**config.mk**
```make
export PLATFORM = sky130hd
export DESIGN_NAME = aes_pipe_sched
export DESIGN_NICKNAME = d
export VERILOG_FILES = /design/src/rtl/aes_pipe_sched.sv
export SDC_FILE = /design/constraint.sdc
export NUM_CORES = 2
export LEC_CHECK = 0
export BUFFER_PORTS_ARGS = -buffer_cell sky130_fd_sc_hd__buf_4
export CELL_PAD_IN_SITES_DETAIL_PLACEMENT = 1
export CELL_PAD_IN_SITES_GLOBAL_PLACEMENT = 1
export CORE_AREA = 4 4 438 440
export CTS_CLUSTER_SIZE = 25
export DETAILED_ROUTE_END_ITERATION = 12
export DIE_AREA = 0 0 442 444
export HOLD_SLACK_MARGIN = 0.08
export MAX_ROUTING_LAYER = met4
export PLACE_DENSITY = 0.75
export SLEW_MARGIN = 20
export SYNTH_ARGS = -nofsm -noshare
export SYNTH_HDL_FRONTEND = slang
export SYNTH_HIERARCHICAL = 1
export SYNTH_SLANG_ARGS = --single-unit
```
**constraint.sdc**
```tcl
create_clock -name clk -period 20 [get_ports clk]
set_input_delay 2 -clock clk [delete_from_list [all_inputs] [get_ports clk]]
set_output_delay 2 -clock clk [all_outputs]
set_load 0.01 [all_outputs]
```
**src/rtl/aes_pipe_sched.sv**
```systemverilog
// Issue/credit controller for a free-running 11-stage AES-128 pipeline, plus its output FIFO.
// Latency: a block accepted at edge N appears on out_valid after edge N+PIPE_LAT+1; 1 block/cycle.
// Backpressure: credits (outstanding <= FIFO_DEPTH) gate in_ready; key changes stall input until drained.

// Generic synchronous FIFO; read data is forced to zero while empty.
// Latency: a write is visible on rd_vld/rd_dat after the next edge.
// Backpressure: writes are dropped when full unless a read happens in the same cycle.
module sync_fifo #(
   parameter int W     = 128,
   parameter int DEPTH = 16
) (
   input  logic         clk,
   input  logic         reset,
   input  logic         wr_vld,
   input  logic [W-1:0] wr_dat,
   output logic         rd_vld,
   input  logic         rd_rdy,
   output logic [W-1:0] rd_dat
);
   localparam int AW = (DEPTH > 1) ? $clog2(DEPTH) : 1;
   localparam int CW = $clog2(DEPTH + 1);

   logic [W-1:0]  mem [DEPTH];
   logic [AW-1:0] wr_ptr;
   logic [AW-1:0] rd_ptr;
   logic [CW-1:0] count;
   logic          rd_fire;
   logic          wr_fire;

   assign rd_vld  = (count != '0);
   assign rd_fire = rd_vld && rd_rdy;
   assign wr_fire = wr_vld && ((count != CW'(DEPTH)) || rd_fire);
   assign rd_dat  = rd_vld ? mem[rd_ptr] : '0;

   // storage array, no reset needed: unread entries are never exposed
   always_ff @(posedge clk) begin
      if (wr_fire) mem[wr_ptr] <= wr_dat;
   end

   // pointer and occupancy bookkeeping
   always_ff @(posedge clk) begin
      if (!reset) begin
         wr_ptr <= '0;
         rd_ptr <= '0;
         count  <= '0;
      end else begin
         if (wr_fire) wr_ptr <= (wr_ptr == AW'(DEPTH - 1)) ? '0 : wr_ptr + 1'b1;
         if (rd_fire) rd_ptr <= (rd_ptr == AW'(DEPTH - 1)) ? '0 : rd_ptr + 1'b1;
         if (wr_fire && !rd_fire)      count <= count + 1'b1;
         else if (!wr_fire && rd_fire) count <= count - 1'b1;
      end
   end
endmodule

module aes_pipe_sched #(
   parameter int PIPE_LAT   = 11,
   parameter int FIFO_DEPTH = 16
) (
   input  logic         clk,
   input  logic         reset,
   input  logic         in_valid,
   output logic         in_ready,
   input  logic [127:0] in_data,
   input  logic [127:0] in_key,
   output logic [127:0] aes_plaintext,
   output logic [127:0] aes_key,
   input  logic [127:0] aes_cypher,
   output logic         out_valid,
   input  logic         out_ready,
   output logic [127:0] out_data,
   output logic         busy
);
   localparam int CW = $clog2(FIFO_DEPTH + 1);

   typedef enum logic [1:0] {RUN, DRAIN, LOAD} state_t;

   state_t          state;
   logic            key_loaded;
   logic [127:0]    pend_key;
   logic [PIPE_LAT:0] sr;
   logic [CW-1:0]   outstanding;
   logic            key_match;
   logic            accept;
   logic            pop;

   // a block may only enter when the pipeline already runs with its key and a FIFO slot is reserved
   assign key_match = key_loaded && (in_key == aes_key);
   assign in_ready  = (state == RUN) && (outstanding < CW'(FIFO_DEPTH)) && key_match;
   assign accept    = in_valid && in_ready;
   assign pop       = out_valid && out_ready;
   assign busy      = (sr != '0) || out_valid || (state != RUN);

   // key-change sequencer: wait for the pipeline to empty, then swap the shared key
   always_ff @(posedge clk) begin
      if (!reset) begin
         state      <= RUN;
         key_loaded <= 1'b0;
         pend_key   <= '0;
         aes_key    <= '0;
      end else begin
         case (state)
            RUN: begin
               if (in_valid && !key_match) begin
                  pend_key <= in_key;
                  state    <= DRAIN;
               end
            end
            DRAIN: begin
               if (sr == '0) state <= LOAD;
            end
            LOAD: begin
               aes_key    <= pend_key;
               key_loaded <= 1'b1;
               state      <= RUN;
            end
            default: state <= RUN;
         endcase
      end
   end

   // issue path: launch plaintext, track it through the pipe, count credits in use
   always_ff @(posedge clk) begin
      if (!reset) begin
         aes_plaintext <= '0;
         sr            <= '0;
         outstanding   <= '0;
      end else begin
         sr <= {sr[PIPE_LAT-1:0], accept};
         if (accept) aes_plaintext <= in_data;
         if (accept && !pop)      outstanding <= outstanding + 1'b1;
         else if (!accept && pop) outstanding <= outstanding - 1'b1;
      end
   end

   // the credit limit guarantees a slot exists whenever a tracked block leaves the pipe
   sync_fifo #(
      .W     (128),
      .DEPTH (FIFO_DEPTH)
   ) u_out_fifo (
      .clk    (clk),
      .reset  (reset),
      .wr_vld (sr[PIPE_LAT]),
      .wr_dat (aes_cypher),
      .rd_vld (out_valid),
      .rd_rdy (out_ready),
      .rd_dat (out_data)
   );
endmodule

```
==> flow_summary.toml <==
[layout]
area.growth.synth_to_final_pct = 16.7
layout-drive-gt1-share = 0.302
final_cell_area_mm2 = 0.111
fill_cells = 16600
final_cells = 8712
final_net_count = 6389
post-route-util = 0.593

[global_routing]
grt_overflow = 0
antenna_found_initial = 43
grt_pass1_vias = 56400
grt_max_degree = 230
grt_pass1_wl_um = 404000
grt.total_usage = 0.289

[synthesis]
ys_top_cells_by_count = "edfxtp_1 (2048), mux4_2 (511), dfxtp_1 (421)"
synth-warning-count = 6
synth_cells = 5287
synthTopCellsByArea = "edfxtp_1 (64%), mux4_2 (12%), dfxtp_1 (8.8%)"
synth_most_common_cell = "edfxtp_1"
yosys_register_bits = 2469
syn_area_mm2 = 0.0954
yosys.area.top_type = "edfxtp_1"
ys_types = 63
synth-edff-count = 2048
synthArstFlopShare = 0
ys_seq_area_frac = 0.733
yosys.area.top_type_share = 0.645
avgSynthCellArea_um2 = 18.0
postSynthNetCount = 5690
ys.flop_type = "edfxtp_1"

[power]
leakage_nw = 35.7
switching_power_mw = 2.08
intPower_mw = 8.19
switching_share = 0.202
pwr-share-comb = 0.023
seq_power_share = 0.544
p_clk_frac = 0.433
p_per_area_mw_per_mm2 = 92.2
peakVddDrop_mv = 0.0862

[hold_path]
min_path_type = "reg -> reg"

[timing]
final-max-slew-violation-count = 77
worstMarginPinSlew_ns = 1.68
skew_ns = 0.0293
final-hold-violation-count = 0
slew_headroom = -0.122
setup_tns_ns = 0
grt_setup_unrepaired = "no"
min_period_ns = 7.63
finalCritPeriodShare = 0.381
finalSetupViolations = 0
max_freq_ghz = 0.131
holdWs_ns = 0.433

[place]
gp_congestion = 0.925
dp_cells = 8239
post_dp_cell_area_mm2 = 0.103
dp_hpwl_um = 155000
portBuffers = 774

[worst_setup_path]
crit_chain = "buf_4 > buf_4 > buf_12 > mux4_2 > mux2_2 > a221o_1 > buf_4"
cpMaxStageDelayCell = "buf_4"
r2r-end = "outstanding[4]"
cpMostUsedCell = "buf_4"
crit_required_ns = 18.00
arrival_ns = 5.63
crit_path_end_kind = "primary output"
critical_path.endpoint = "out_data[38]"
path_class = "reg -> out"
r2r_cells = 17
regToRegSetupSlack_ns = 14.55
cp-start-kind = "flop"
r2r-start = "aes_key[50]"
worst_path_largest_cell_delay_ns = 0.91
critPathMaxFanout = 125

[clocking]
cts_hold_buf = 0
clk_pin_slew_ns = 0.06
htree_levels = 4
cts-root-buf = "clkbuf_16"
clkLatencyLatePin_ns = 0.87
clock_path_buffers = 3
numCtsBuffers = 238
cts_tree = "built"
clock_sinks = 2469
post-cts-setup-buffers = 0
cts_resized = 0

[die]
dieHeight_um = 444
io_pins = 775
std_cell_rows = 159
start_util = 0.508
die-area_mm2 = 0.196
design.core.area_mm2 = 0.188
die_w_um = 442

[drt]
first_pass_iters = 6
wire_per_inst_um = 31.8
wl_um = 277000
vias_per_cell = 6.18
ant_nets = 0
drc_errors = 0
first_iter_violations = 5722
route.vias.total = 53800

[outcome]
status = "finished, violations left"
failed_checks = "max-slew violations"

[job]
cap_violations = 0
-- placed cells by master (no fill, tap or decap), drive strengths merged, types with 4 or more instances in the layout --
| master | synthesis | layout |
|---|---|---|
| xnor2 | 50 | 50 |
| diode | 0 | 33 |
| nand2b | 30 | 30 |
| bufinv | 0 | 21 |
| nand4b | 130 | 130 |
| and3 | 11 | 11 |
| edfxtp | 2048 | 2048 |
| o2111ai | 8 | 8 |
| nand4 | 14 | 14 |
| inv | 29 | 41 |
| a21boi | 4 | 4 |
| a221o | 127 | 127 |
| dfxtp | 421 | 421 |
| mux4 | 511 | 511 |
| buf | 134 | 837 |
| nor2 | 19 | 19 |
| mux2 | 128 | 128 |
| clkbuf | 244 | 306 |
| a2111o | 8 | 8 |
| nand3 | 138 | 138 |
| and2 | 19 | 19 |
| nand2 | 271 | 271 |
| mux2i | 4 | 4 |
| nor4b | 5 | 5 |
| and4 | 5 | 5 |
| clkinvlp | 0 | 9 |
| ha | 13 | 13 |
| nor4 | 20 | 20 |
| o21ai | 261 | 261 |
| xor2 | 39 | 39 |
| clkinv | 1 | 91 |
| a21oi | 394 | 394 |
| nor2b | 164 | 164 |
-- critical path, delay by kind of cell (launching register included) --
family / cells / cell delay [ns]
AOI/OAI and AO/OA: 1 / 0.40
buffers and inverters: 4 / 2.42
DFF: 1 / 0.86
muxes: 2 / 0.90
-- stage by stage --
step	total power, mW	setup slack, ns
finish	10.3	12.37
global route	10.6	11.98
CTS	10.4	12.14
detailed placement	5.93	13.05
global placement	5.92	13.05
floorplan	5.77	3.69
-- registers in the layout, summed over array words and instances, names as in the netlist, named ones only --
signal             cells
u_out_fifo/mem      2048
aes_key              128
aes_plaintext        128
pend_key             128
sr                    12
outstanding            5
u_out_fifo/count       5
u_out_fifo/rd_ptr      4
u_out_fifo/wr_ptr      4
state                  2
key_loaded             1
-- worst min path at each step --
| stage | startpoint | endpoint | cells past startpoint |
|---|---|---|---|
| after detailed placement | pend_key[32] | aes_key[32] | 2 |
| after global placement | pend_key[45] | aes_key[45] | 2 |
| after global routing | pend_key[90] | aes_key[90] | 2 |
| after CTS | pend_key[122] | aes_key[122] | 2 |
| final | pend_key[122] | aes_key[122] | 2 |
| after floorplan | pend_key[105] | aes_key[105] | 2 |
-- layout make-up --
cell class                      count  area, µm²  share of cell area
Antenna cell                       33       82.6            0.000742
Clock buffer                      306       6430              0.0578
Clock inverter                    132       1290              0.0116
Inverter                           30        120             0.00108
Multi-Input combinational cell   2410      23800               0.214
Sequential cell                  2469      69900               0.628
Tap cell                         2495       3120              0.0280
Timing Repair Buffer              837       6550              0.0588
-- kinds of logic after synthesis --
group                    count (synthesis)  share of synthesized area
adder cells (fa/ha/maj)                 15                    0.00213
multiplexers                           643                      0.136
AO/OA/AOI/OAI                          825                     0.0518
XOR/XNOR                                89                    0.00817
flip-flops                            2469                      0.733
AND/OR/NAND/NOR                        838                     0.0498
buffers and inverters                  408                     0.0186
-- per-layer routing --
metal / up-vias / GRT usage / wire [µm]
met5: - / - / 0
met4: 0 / 0.109 / 10700
met3: 399 / 0.0475 / 18700
met2: 2201 / 0.472 / 141000
met1: 28600 / 0.368 / 107000
li1: 22600 / - / -
-- power by group through the flow --
stage,combinational (mW),sequential [mW],clock [mW]
floorplan,0.0727,5.70,0
global placement,0.227,5.69,0
detailed placement,0.237,5.70,0
CTS,0.237,5.59,4.53
global route,0.258,5.58,4.76
finish,0.237,5.59,4.44
Power figures use the tool's default switching activity.
